File: config.mk
export PLATFORM = sky130hd
export DESIGN_NAME = partition_sweep_meter
export DESIGN_NICKNAME = d
export VERILOG_FILES = /design/src/rtl/partition_sweep_meter.sv
export SDC_FILE = /design/constraint.sdc
export NUM_CORES = 1
export LEC_CHECK = 0
export ABC_AREA = 1
export CAP_MARGIN = 20
export CORE_UTILIZATION = 31
export DETAILED_ROUTE_END_ITERATION = 6
export PLACE_DENSITY = 0.59
export REMOVE_ABC_BUFFERS = 1
export SYNTH_ARGS = -nofsm -noshare
export SYNTH_HDL_FRONTEND = slang
export SYNTH_SLANG_ARGS = --single-unit
File: constraint.sdc
create_clock -name clk -period 4.35 [get_ports clk]
set_input_delay 1.305 -clock clk [delete_from_list [all_inputs] [get_ports clk]]
set_output_delay 1.305 -clock clk [all_outputs]
set_load 0.01 [all_outputs]
File: src/rtl/partition_sweep_meter.sv
// Exhaustive sweep of an NI-input logic partition: drives every input vector, compares the
// exact and approximate partition outputs, and accumulates error count, Hamming and absolute-error metrics.
module partition_sweep_meter #(
    parameter int NI  = 7,
    parameter int NO  = 4,
    parameter int LAT = 0
) (
    input  logic                        clk,
    input  logic                        rst,
    input  logic                        start,
    output logic [NI-1:0]               pi,
    input  logic [NO-1:0]               po_exact,
    input  logic [NO-1:0]               po_approx,
    output logic                        busy,
    output logic                        done,
    output logic [NI:0]                 err_cnt,
    output logic [NI+$clog2(NO+1)-1:0]  hd_sum,
    output logic [NI+NO-1:0]            aed_sum,
    output logic [$clog2(NO+1)-1:0]     max_hd,
    output logic [NI-1:0]               worst_vec
);
    localparam int N  = 1 << NI;
    localparam int HW = $clog2(NO + 1);
    localparam int DW = (LAT > 0) ? $clog2(LAT + 1) : 1;

    typedef enum logic [1:0] {IDLE, SWEEP, DRAIN, DONE} state_t;

    state_t               state_reg, state_next;
    logic [NI-1:0]        pi_reg;
    logic [DW-1:0]        drain_cnt_reg;
    logic [NI:0]          err_cnt_reg;
    logic [NI+HW-1:0]     hd_sum_reg;
    logic [NI+NO-1:0]     aed_sum_reg;
    logic [HW-1:0]        max_hd_reg;
    logic [NI-1:0]        worst_vec_reg;

    logic                 start_accept;
    logic                 last_vec;
    logic                 score_valid;
    logic [NI-1:0]        score_idx;
    logic [NO-1:0]        diff;
    logic [HW-1:0]        hd;
    logic [NO-1:0]        ad;

    assign start_accept = start && (state_reg == IDLE || state_reg == DONE);
    assign last_vec     = (pi_reg == NI'(N - 1));

    always_ff @(posedge clk) begin
        if (rst) state_reg <= IDLE;
        else     state_reg <= state_next;
    end

    always_comb begin
        state_next = state_reg;
        case (state_reg)
            IDLE:  if (start) state_next = SWEEP;
            SWEEP: if (last_vec) state_next = (LAT > 0) ? DRAIN : DONE;
            DRAIN: if (drain_cnt_reg == DW'(LAT - 1)) state_next = DONE;
            DONE:  if (start) state_next = SWEEP;
            default: state_next = IDLE;
        endcase
    end

    // Tag (valid + vector index) travels LAT cycles so scoring lines up with partition latency.
    generate
        if (LAT == 0) begin : g_no_delay
            assign score_valid = (state_reg == SWEEP);
            assign score_idx   = pi_reg;
        end else begin : g_delay
            logic          dl_valid [LAT];
            logic [NI-1:0] dl_idx   [LAT];
            for (genvar gi = 0; gi < LAT; gi++) begin : g_stage
                if (gi == 0) begin : g_first
                    always_ff @(posedge clk) begin
                        if (rst) begin
                            dl_valid[gi] <= 1'b0;
                            dl_idx[gi]   <= '0;
                        end else begin
                            dl_valid[gi] <= (state_reg == SWEEP);
                            dl_idx[gi]   <= pi_reg;
                        end
                    end
                end else begin : g_next
                    always_ff @(posedge clk) begin
                        if (rst) begin
                            dl_valid[gi] <= 1'b0;
                            dl_idx[gi]   <= '0;
                        end else begin
                            dl_valid[gi] <= dl_valid[gi-1];
                            dl_idx[gi]   <= dl_idx[gi-1];
                        end
                    end
                end
            end
            assign score_valid = dl_valid[LAT-1];
            assign score_idx   = dl_idx[LAT-1];
        end
    endgenerate

    always_comb begin
        diff = po_exact ^ po_approx;
        hd   = '0;
        for (int i = 0; i < NO; i++) hd = hd + HW'(diff[i]);
        ad   = (po_exact >= po_approx) ? (po_exact - po_approx) : (po_approx - po_exact);
    end

    always_ff @(posedge clk) begin
        if (rst) begin
            pi_reg        <= '0;
            drain_cnt_reg <= '0;
            err_cnt_reg   <= '0;
            hd_sum_reg    <= '0;
            aed_sum_reg   <= '0;
            max_hd_reg    <= '0;
            worst_vec_reg <= '0;
        end else begin
            if (start_accept) begin
                pi_reg        <= '0;
                err_cnt_reg   <= '0;
                hd_sum_reg    <= '0;
                aed_sum_reg   <= '0;
                max_hd_reg    <= '0;
                worst_vec_reg <= '0;
            end else begin
                if (state_reg == SWEEP && !last_vec) pi_reg <= pi_reg + 1'b1;
                if (score_valid) begin
                    err_cnt_reg <= err_cnt_reg + (NI+1)'(diff != '0);
                    hd_sum_reg  <= hd_sum_reg + (NI+HW)'(hd);
                    aed_sum_reg <= aed_sum_reg + (NI+NO)'(ad);
                    // Strict compare keeps the earliest vector on ties.
                    if (hd > max_hd_reg) begin
                        max_hd_reg    <= hd;
                        worst_vec_reg <= score_idx;
                    end
                end
            end
            if (state_reg == SWEEP)      drain_cnt_reg <= '0;
            else if (state_reg == DRAIN) drain_cnt_reg <= drain_cnt_reg + 1'b1;
        end
    end

    assign pi        = pi_reg;
    assign busy      = (state_reg == SWEEP) || (state_reg == DRAIN);
    assign done      = (state_reg == DONE);
    assign err_cnt   = err_cnt_reg;
    assign hd_sum    = hd_sum_reg;
    assign aed_sum   = aed_sum_reg;
    assign max_hd    = max_hd_reg;
    assign worst_vec = worst_vec_reg;
endmodule

==> out/qor.tcl, run 1 <==
set qor(postLayoutCellArea_um2) 3740
set qor(swShare) 0.3798
set qor(clock_skew_ns) 0.007152
set qor(failed_checks) {DRC}
set qor(gpl_wtd_cong) 0.8170
set qor(post-route-drc-count) 2
set qor(cts_resized) 0
set qor(rsz0062_at_grt) {false}
set qor(clkSlewWorstSetupHoldPaths_ns) 0.09
set qor(place.port_buffers) 58
set qor(synth_top_cell_by_area) {dfxtp_1}
set qor(power_density_nw_per_um2) 421.4
set qor(grt_use_total) 0.1429
set qor(drt_iter0_markers) 94
set qor(clock.fmax_mhz) 246.1
set qor(crit_path_required_time_ns) 4.57
set qor(finalSetupViolations) 0
set qor(least_margin_pin_slew_ns) 0.7055
set qor(run_status) {finished with violations}
set qor(first_global_vias) 2557
set qor(syn_area_per_cell_um2) 7.323
set qor(synthesis.area_um2) 2878
set qor(instances_no_fill) 569
set qor(ys_top_cells_by_count) {83 x nand2_1, 57 x inv_1, 49 x dfxtp_1, 41 x a21oi_1, 33 x nor2_1}
set qor(critPathArrivalTime_ns) 4.28
set qor(ant_diodes) 0
set qor(synth_seq_cells) 49
set qor(internal_power_component_mw) 0.9774
set qor(floorplan.core_area_um2) 8848
set qor(place.detailed.instances) 561
set qor(vias) 2662
set qor(crit_path_start_kind) {primary input}
set qor(pleak_nw) 1.568
set qor(totalWireLength_um) 6445
set qor(rows) 34
set qor(slew_viol_final) 0
set qor(timing.setup.critical_path_class) {in2reg}
set qor(synth.yosys.warnings) 0
set qor(post_cts_buffers) 0
set qor(synth.top_cells.by_area) {dfxtp_1 34%, ha_1 12%, nand2_1 11%}
set qor(max_cap_violations) 0
set qor(initial_core_util) 0.3252
set qor(clock_tree.buffer_depth) 2
set qor(ios) 59
set qor(max-vdd-ir-drop_uv) 295.0
set qor(vert_die_dim_um) 98.35
set qor(die_width_um) 98.35
set qor(p_switching_mw) 0.5984
set qor(min-delay-path-class) {reg2reg}
set qor(endpoint_kind) {register}
set qor(clock-root-buffer) {clkbuf_8}
set qor(grt_pass1_wl_um) 11360
set qor(total_die_area_um2) 9673
set qor(r2r_setup_slack_ns) 2.22
set qor(area.growth.synth_to_final_pct) 29.96
set qor(timing_hold_violations_final) 0
set qor(clock_latency_ns) 0.30
set qor(post_drt_via_cell_ratio) 4.678
set qor(max-slew-margin-rel) 0.5284
set qor(postRouteAntennaNets) 0
set qor(global_route.overflow_total) 0
set qor(drt_first_pass_iters) 6
set qor(portion_of_synthesized_cell_area_occupied_by_the_leading_cell_type) 0.3409
set qor(cts-hold-fix-buffers) 0
set qor(min_period_over_period) 0.9339
set qor(proportion_of_synthesized_chip_area_in_sequential_cells) 0.3409
set qor(count_of_mapped_cells_out_of_synthesis) 393
set qor(post-synth-top-count-cell) {nand2_1}
set qor(crit_path_max_fanout) 7
set qor(antenna_violations_before_repair) 0
set qor(final_layout_size_suffix_gt1_frac) 0.06725
set qor(timing.reg2reg.worst_path_depth) 6
set qor(combPwrFrac) 0.442
set qor(cts_buffers) 5
set qor(final_net_count) 503
set qor(power_frac_clock) 0.214
set qor(grt_max_degree) 28
set qor(synth_cell_type_count) 32
set qor(synth_flop_cell) {dfxtp_1}
set qor(largest_reg_flops) 11
set qor(clock_sinks) 49
set qor(postPlaceCellArea_um2) 3623
set qor(async_flop_share) 0
set qor(finalWorstPathRequiredPeriod_ns) 4.063
set qor(p_seq_frac) 0.344
set qor(wl_per_cell_um) 11.33
set qor(tritoncts) {done}
set qor(synth_enable_flop_cells) 0
set qor(cts-htree-levels) 2
set qor(hpwlAfterDp_um) 4897
set qor(timing.hold.worst_path_depth) 2
-- critical path, stage by stage --
cell and delay, ns:
clkdlybuf4s50_1 0.48, inv_1 0.05, ha_1 0.31, inv_1 0.08, fa_1 0.49, ha_1 0.21
ha_1 0.34, ha_1 0.32, nand3_1 0.06, nand2_1 0.07, inv_2 0.04, nand2_1 0.14
buf_4 0.18, nand2_1 0.06, a21oi_1 0.15
-- cell usage in the layout (no fill, tap or decap), types with 2 or more instances in the layout --
cell and n:
fa_1 5, xnor2_1 3, inv_1 57, nand4_1 10, nand2_1 83, nor2_2 3, xor2_1 6, ha_1 27
clkbuf_8 6, a21oi_1 41, o21ai_0 12, inv_2 2, clkdlybuf4s50_1 58, nand3_1 32, nor3_1 2, dfxtp_1 49
o21bai_1 2, and3_1 2, nor2_1 33, buf_4 11, nand3b_1 2, nand2_2 3
-- final timing paths --
path / from / end
worst max-delay path: po_exact[0] / worst_vec[4]
worst min-delay path: worst_vec[0] / worst_vec[0]
worst max register to register: state_reg[0] / hd_sum[8]
worst min register to register: worst_vec[0] / worst_vec[0]
-- per-layer routing --
metal / track usage / share of wire
met1: 0.1825 / 0.49
met2: 0.2459 / 0.47
met3: 0.02362 / 0.035
met4: 0.04478 / 0.013
met5: 0 / 0
-- stage by stage --
| stage | TNS [ns] | hold WS [ns] | worst slack (ns) | total power, mW | utilization |
|---|---|---|---|---|---|
| finish | 0 | 0.4695 | 0.2874 | 1.576 | 0.4227 |
| global route | 0 | 0.4907 | 0.1258 | 1.716 | 0.4227 |
| detailed placement | -0.1155 | 0.4557 | -0.03090 | 1.251 | 0.4095 |
| floorplan | 0 | 0.4669 | 0.5328 | 0.9819 | - |
| CTS | 0 | 0.4689 | 0.2982 | 1.596 | 0.4227 |
| global placement | 0 | 0.4494 | 0.02850 | 1.247 | 0.4095 |
-- cells by family after synthesis --
family / share of synthesized area
AND/OR/NAND/NOR: 0.2674
adder cells (fa/ha/maj): 0.1522
buffers and inverters: 0.09522
XOR/XNOR: 0.02739
flip-flops: 0.3409
AO/OA/AOI/OAI: 0.1170
-- power groups by stage --
stage | registers (mW) | logic, mW | clock network [mW]
global route | 0.550 | 0.801 | 0.366
floorplan | 0.560 | 0.422 | 0
CTS | 0.543 | 0.703 | 0.350
detailed placement | 0.553 | 0.698 | 0
finish | 0.542 | 0.696 | 0.337
global placement | 0.552 | 0.695 | 0
-- area by class of cell --
cell class / count / area [um^2]
well taps: 108 / 135.1
repair buffers: 69 / 663.1
inverters: 59 / 221.5
multi-input cells: 276 / 1623
clock inverters: 1 / 30.03
clock buffers: 7 / 86.33
fillers: 925 / 5109
flip-flops and latches: 49 / 980.9
Power figures use the tool's default switching activity.
==> run 2, diff against run 1 <==
--- a/config.mk
+++ b/config.mk
@@ -6,10 +6,10 @@
 export NUM_CORES = 1
 export LEC_CHECK = 0
 export ABC_AREA = 1
-export CAP_MARGIN = 20
-export CORE_UTILIZATION = 31
+export CAP_MARGIN = 5
+export CORE_UTILIZATION = 50
 export DETAILED_ROUTE_END_ITERATION = 6
-export PLACE_DENSITY = 0.59
+export PLACE_DENSITY = 0.84
 export REMOVE_ABC_BUFFERS = 1
 export SYNTH_ARGS = -nofsm -noshare
 export SYNTH_HDL_FRONTEND = slang
==> run 2 against run 1 <==
  * The run now ends clean
  * Critical path type unchanged
  * Total power down 4.4%
  * Highest routed layer unchanged
  * Hold slack worse by 0.0034 ns
  * Sequential share of layout area up 0.56 points
  * Sequential power about the same
  * Combinational power down 1%
  * Critical path depth unchanged
==> out/qor.tcl, run 2 (synthesis results as in run 1) <==
set qor(area.growth.synth_to_final_pct) 27.22
set qor(clock_tree.buffer_depth) 2 ;# unchanged
set qor(global_route.overflow_total) 0 ;# unchanged
set qor(final_common_cell) {nand2_1}
set qor(tritoncts) {done}
set qor(fill_cells) 479 ;# -48%
set qor(slowest_stage) {clkdlybuf4s50_1}
set qor(grt_pass1_wl_um) 10640 ;# -6.4%
set qor(post_cts_buffers) 0 ;# unchanged
set qor(crit_path_max_fanout) 7 ;# unchanged
set qor(power_density_nw_per_um2) 411.6 ;# -2.3%
set qor(r2r_setup_slack_ns) 2.01 ;# -0.21 ns
set qor(timing.hold.worst_path_depth) 2 ;# unchanged
set qor(timing.hold.worst.start) {worst_vec[3]}
set qor(min-delay-path-class) {reg2reg}
set qor(grt_max_degree) 28 ;# unchanged
set qor(timing.rr.end) {aed_sum[8]}
set qor(final_core_util) 0.6608 ;# +0.2381
set qor(rows) 27 ;# -21%
set qor(total_die_area_um2) 6063 ;# -37%
set qor(least_margin_pin_slew_ns) 0.9866 ;# +0.2810 ns
set qor(finalSetupViolations) 0 ;# unchanged
set qor(clock_sinks) 49 ;# unchanged
set qor(crit_path_required_time_ns) 4.53 ;# -0.04 ns
set qor(post_drt_via_cell_ratio) 5.060 ;# +8.2%
set qor(max-slew-margin-rel) 0.3423 ;# -0.1861
set qor(finalWorstPathRequiredPeriod_ns) 4.120 ;# +0.05707 ns
set qor(ant_diodes) 0 ;# unchanged
set qor(postPlaceCellArea_um2) 3571 ;# -1.5%
set qor(die_width_um) 77.87 ;# -21%
set qor(final_net_count) 502 ;# -0.20%
set qor(critPathMostFrequentCell) {ha_1}
set qor(clkSlewWorstSetupHoldPaths_ns) 0.10 ;# about the same
set qor(cts_resized) 0 ;# unchanged
set qor(place.port_buffers) 58 ;# unchanged
set qor(cts-htree-levels) 2 ;# unchanged
set qor(max_cap_violations) 0 ;# unchanged
set qor(largest_reg_flops) 11 ;# unchanged
set qor(run_status) {completed}
set qor(whs_endpoint) {worst_vec[3]}
set qor(pleak_nw) 1.548 ;# -1.3%
set qor(slew_viol_final) 0 ;# unchanged
set qor(ios) 59 ;# unchanged
set qor(totalWireLength_um) 6068 ;# -5.8%
set qor(crit_path_start_kind) {primary input}
set qor(hpwlAfterDp_um) 4527 ;# -7.6%
set qor(r2r_start) {state_reg[1]}
set qor(initial_core_util) 0.5194 ;# +0.1942
set qor(fin_hold_ws_ns) 0.4661 ;# -0.003418 ns
set qor(vias) 2692 ;# +1.1%
set qor(timing_hold_violations_final) 0 ;# unchanged
set qor(max-vdd-ir-drop_uv) 420.3 ;# +42%
set qor(clock-root-buffer) {clkbuf_8}
set qor(critPathArrivalTime_ns) 4.30 ;# +0.02 ns
set qor(endpoint_kind) {register}
set qor(rsz0062_at_grt) {false}
set qor(clock_skew_ns) 0.01382 ;# +0.006663 ns
set qor(min_period_over_period) 0.9471 ;# +0.01312
set qor(timing.setup.critical_path_class) {in2reg}
set qor(most-common-layout-cells) {83 x nand2_1, 58 x clkdlybuf4s50_1, 57 x inv_1, 49 x dfxtp_1, 41 x a21oi_1}
set qor(wl_per_cell_um) 11.41 ;# +0.70%
set qor(final_layout_size_suffix_gt1_frac) 0.06739 ;# +0.0001462
set qor(clock.fmax_mhz) 242.7 ;# -1.4%
set qor(postRouteAntennaNets) 0 ;# unchanged
set qor(total_power_mw) 1.507 ;# -4.4%
set qor(gpl_wtd_cong) 0.8239 ;# +0.84%
set qor(max_stage_delay_ns) 0.49 ;# about the same
set qor(drt_first_pass_iters) 4 ;# -2
set qor(grt_use_total) 0.2174 ;# +0.07448
set qor(critical_path.cell_chain) {clkdlybuf4s50_1 > inv_1 > ha_1 > inv_1 > fa_1 > ha_1 > ha_1 > ha_1 > nand3_1 > nand2_1 > inv_2 > nand2_1 > buf_4 > nand2_1 > a21oi_1}
set qor(cts_buffers) 5 ;# unchanged
set qor(postLayoutCellArea_um2) 3661 ;# -2.1%
set qor(post-route-drc-count) 0 ;# -2
set qor(clock_latency_ns) 0.31 ;# about the same
set qor(timing.reg2reg.worst_path_depth) 7 ;# +1
set qor(antenna_violations_before_repair) 0 ;# unchanged
set qor(drt_iter0_markers) 83 ;# -12%
set qor(first_global_vias) 2595 ;# +1.5%
set qor(vert_die_dim_um) 77.87 ;# -21%
set qor(cts-hold-fix-buffers) 0 ;# unchanged
set qor(floorplan.core_area_um2) 5540 ;# -37%
[run 2: changes by cell type in the layout (fill, tap and decap cells not counted), sizes merged]
| cell | before | now |
|---|---|---|
| buf | 11 | 10 |
| inv | 59 | 60 |
| clkinvlp | 0 | 1 |
| clkbuf | 7 | 5 |
| clkinv | 0 | 1 |
| bufinv | 1 | 0 |
[run 2: final cells by class]
cell class / instances / area, um^2 / area share
Inverter: 59 / 221.5 / 0.06049
Sequential cell: 49 / 980.9 / 0.2679
Multi-Input combinational cell: 276 / 1623 / 0.4433
Timing Repair Buffer: 68 / 655.6 / 0.1791
Clock inverter: 3 / 21.27 / 0.005810
Tap cell: 72 / 90.09 / 0.02461
Clock buffer: 5 / 68.82 / 0.01880
[run 2: report_power, final]
part | internal, mW | total [mW] | switching [mW]
clock network | 0.114 | 0.274 | 0.160
logic | 0.286 | 0.689 | 0.403
registers | 0.496 | 0.544 | 0.0475
total | 0.897 | 1.51 | 0.610
[run 2: how the worst max path moves through the flow]
stage	startpoint	end	slack [ns]	depth (start not counted)
after CTS	po_exact[0]	worst_vec[5]	0.25	15
after detailed placement	po_exact[0]	worst_vec[2]	-0.06	15
after global placement	po_exact[0]	worst_vec[2]	0.04	15
after global routing	po_exact[0]	max_hd[0]	0.03	15
after floorplan	po_exact[1]	max_hd[1]	0.53	13
final	po_exact[0]	worst_vec[6]	0.23	15
[run 2: metrics by stage]
step           setup TNS, ns  setup WS (ns)  cells
2_1_floorplan              0         0.5328    384
3_3_place_gp               0        0.03836    524
3_5_place_dp         -0.3258       -0.06176    524
4_1_cts                    0         0.2482    532
5_1_grt                    0        0.02793    532
6_report                   0         0.2303    532
[run 2: metal layers]
| layer | GRT usage | routed length [um] | vias up |
|---|---|---|---|
| met5 | 0 | 0 | - |
| li1 | - | - | 1398 |
| met2 | 0.3956 | 2937 | 54 |
| met4 | 0.05849 | 48 | 0 |
| met1 | 0.2593 | 2852 | 1232 |
| met3 | 0.04000 | 229 | 8 |
[run 2: critical path, delay by kind of cell]
family,cells,cell delay [ns]
buffers and inverters,5,0.92
adders and majority gates,5,1.67
and+or+nand+nor,4,0.34
AOI/OAI and AO/OA,1,0.05
==> run 3, diff against run 2 <==
--- a/config.mk
+++ b/config.mk
@@ -7,7 +7,10 @@
 export LEC_CHECK = 0
 export ABC_AREA = 1
 export CAP_MARGIN = 5
+export CORE_ASPECT_RATIO = 1.75
+export CORE_MARGIN = 2
 export CORE_UTILIZATION = 50
+export CTS_CLUSTER_DIAMETER = 80
 export DETAILED_ROUTE_END_ITERATION = 6
 export PLACE_DENSITY = 0.84
 export REMOVE_ABC_BUFFERS = 1
==> run 3 against run 2 <==
  * First-iteration DRC count up 48%
  * Combinational power up 3.2%
  * Critical endpoint is now hd_sum[8]
  * Highest routed layer unchanged
  * Sequential power about the same
  * Sequential share of layout area down 0.23 points
  * Largest power group unchanged
  * Critical path type unchanged
  * Fmax up 1.7%
  * Clock power up 24%
  * Largest cell class unchanged
  * Final cell count up 0.75%
  * Global-route usage up 0.98 points
==> out/qor.tcl, run 3 (synthesis results as in run 1) <==
set qor(run_status) {completed}
set qor(cts-htree-levels) 2 ;# unchanged
set qor(critical_path.cell_chain) {clkdlybuf4s50_1 > inv_1 > ha_1 > inv_1 > fa_1 > ha_1 > ha_1 > fa_1 > a21o_1 > nand2_1 > o21bai_1 > and3_1}
set qor(ios) 59 ;# unchanged
set qor(clock_skew_ns) 0.009806 ;# -0.004010 ns
set qor(max-slew-margin-rel) 0.7649 ;# +0.4226
set qor(die_width_um) 61.35 ;# -21%
set qor(hpwlAfterDp_um) 5046 ;# +11%
set qor(wl_per_cell_um) 12.72 ;# +11%
set qor(clock_sinks) 49 ;# unchanged
set qor(post_drt_via_cell_ratio) 5.157 ;# +1.9%
set qor(cts_resized) 0 ;# unchanged
set qor(least_margin_pin_slew_ns) 0.3526 ;# -0.6339 ns
set qor(final_net_count) 502 ;# unchanged
set qor(most-common-layout-cells) {83 x nand2_1, 58 x clkdlybuf4s50_1, 57 x inv_1, 49 x dfxtp_1, 41 x a21oi_1}
set qor(vias) 2764 ;# +2.7%
set qor(drt_first_pass_iters) 4 ;# unchanged
set qor(grt_use_total) 0.2272 ;# +0.009783
set qor(cts_buffers) 5 ;# unchanged
set qor(tritoncts) {done}
set qor(endpoint_kind) {register}
set qor(crit_path_max_fanout) 4 ;# -3
set qor(pleak_nw) 1.562 ;# +0.89%
set qor(drt_iter0_markers) 123 ;# +48%
set qor(instances_no_fill) 536 ;# +0.75%
set qor(slowest_stage) {fa_1}
set qor(initial_core_util) 0.5152 ;# -0.004189
set qor(ant_diodes) 0 ;# unchanged
set qor(post-route-drc-count) 0 ;# unchanged
set qor(clock.fmax_mhz) 246.9 ;# +1.7%
set qor(final_layout_size_suffix_gt1_frac) 0.06522 ;# -0.002174
set qor(min-delay-path-class) {reg2reg}
set qor(min_period_over_period) 0.9310 ;# -0.01605
set qor(finalWorstPathRequiredPeriod_ns) 4.050 ;# -0.06984 ns
set qor(max_cap_violations) 0 ;# unchanged
set qor(total_power_mw) 1.592 ;# +5.6%
set qor(crit_path_required_time_ns) 4.56 ;# +0.03 ns
set qor(largest_reg_flops) 11 ;# unchanged
set qor(total_die_area_um2) 6402 ;# +5.6%
set qor(area.growth.synth_to_final_pct) 28.30
set qor(setup_tns_ns) 0 ;# unchanged
set qor(global_route.overflow_total) 0 ;# unchanged
set qor(rsz0062_at_grt) {false}
set qor(final_core_util) 0.6611 ;# about the same
set qor(antenna_violations_before_repair) 0 ;# unchanged
set qor(final_common_cell) {nand2_1}
set qor(critPathMostFrequentCell) {ha_1}
set qor(max-vdd-ir-drop_uv) 300.2 ;# -29%
set qor(critPathArrivalTime_ns) 4.26 ;# -0.04 ns
set qor(place.detailed.instances) 528 ;# +0.76%
set qor(worstPathBufferInverterCount) 3 ;# -2
set qor(postRouteAntennaNets) 0 ;# unchanged
set qor(grt_pass1_wl_um) 11470 ;# +7.8%
set qor(place.port_buffers) 58 ;# unchanged
set qor(fill_cells) 502 ;# +4.8%
set qor(cts-hold-fix-buffers) 0 ;# unchanged
set qor(totalWireLength_um) 6816 ;# +12%
set qor(clkSlewWorstSetupHoldPaths_ns) 0.09 ;# about the same
set qor(gpl_wtd_cong) 0.8777 ;# +6.5%
set qor(post_cts_buffers) 0 ;# unchanged
set qor(clock_tree.buffer_depth) 2 ;# unchanged
set qor(clock_latency_ns) 0.31 ;# about the same
set qor(timing.setup.critical_path_class) {in2reg}
set qor(crit_family) {adder cells}
set qor(grt_max_degree) 25 ;# -11%
set qor(slew_viol_final) 0 ;# unchanged
set qor(timing_hold_violations_final) 0 ;# unchanged
set qor(crit_path_start_kind) {primary input}
set qor(first_global_vias) 2742 ;# +5.7%
set qor(floorplan.core_area_um2) 5585 ;# +0.81%
set qor(power_density_nw_per_um2) 431.2 ;# +4.7%
set qor(max_stage_delay_ns) 0.49 ;# about the same
set qor(rows) 36 ;# +33%
set qor(vert_die_dim_um) 104.4 ;# +34%
set qor(clock-root-buffer) {clkbuf_8}
set qor(finalSetupViolations) 0 ;# unchanged
[run 3: changes by cell type in the layout (fill, tap and decap cells not counted), sizes merged]
| cell | change |
|---|---|
| clkinv | -1 |
| inv | -1 |
| clkbuf | +2 |
| clkinvlp | -1 |
| bufinv | +1 |
[run 3: layer usage]
layer | share of wire | GRT usage | wire length (um)
met3 | 0.037 | 0.03980 | 251
met4 | 0.026 | 0.09574 | 175
met1 | 0.40 | 0.2506 | 2745
met5 | 0 | 0 | 0
met2 | 0.53 | 0.4027 | 3643
[run 3: worst paths after layout]
kind / start / end / slack [ns] / depth (start not counted)
max: po_exact[0] / hd_sum[8] / 0.30 / 12
min: worst_vec[5] / worst_vec[5] / 0.47 / 2
max reg2reg: aed_sum[0] / aed_sum[4] / 2.48 / 9
min reg2reg: worst_vec[5] / worst_vec[5] / 0.47 / 2
[run 3: area by class of cell]
cell class                 instances  area [um^2]  area share
clock inverter                     1        30.03    0.008133
sequential                        49        980.9      0.2657
timing repair buffer              68        655.6      0.1776
tap                               76        95.09     0.02575
inverter                          59        221.5     0.05998
multi-input combinational        276         1623      0.4395
clock buffer                       7        86.33     0.02338
[run 3: worst register-to-register path: stages, from the launching register on]
cell     delay [ns]
dfxtp_1        0.38
ha_1           0.22
inv_1          0.08
fa_1           0.43
o21ai_2        0.29
inv_1          0.07
nor2_1         0.13
nand2_1        0.06
nand2_1        0.06
nor2_1         0.04
[run 3: where the power goes]
group          internal (mW)  switching [mW]
logic                  0.297           0.415
clock network          0.188           0.152
registers              0.496          0.0443
[run 3: per-stage QoR]
stage / hold slack (ns) / cell area [um^2] / setup slack (ns)
global route: 0.4969 / 3692 / 0.07188
CTS: 0.4707 / 3692 / 0.3036
floorplan: 0.4669 / 2825 / 0.5328
detailed placement: 0.4555 / 3576 / -0.02537
global placement: 0.4495 / 3576 / 0.1117
finish: 0.4696 / 3692 / 0.3002
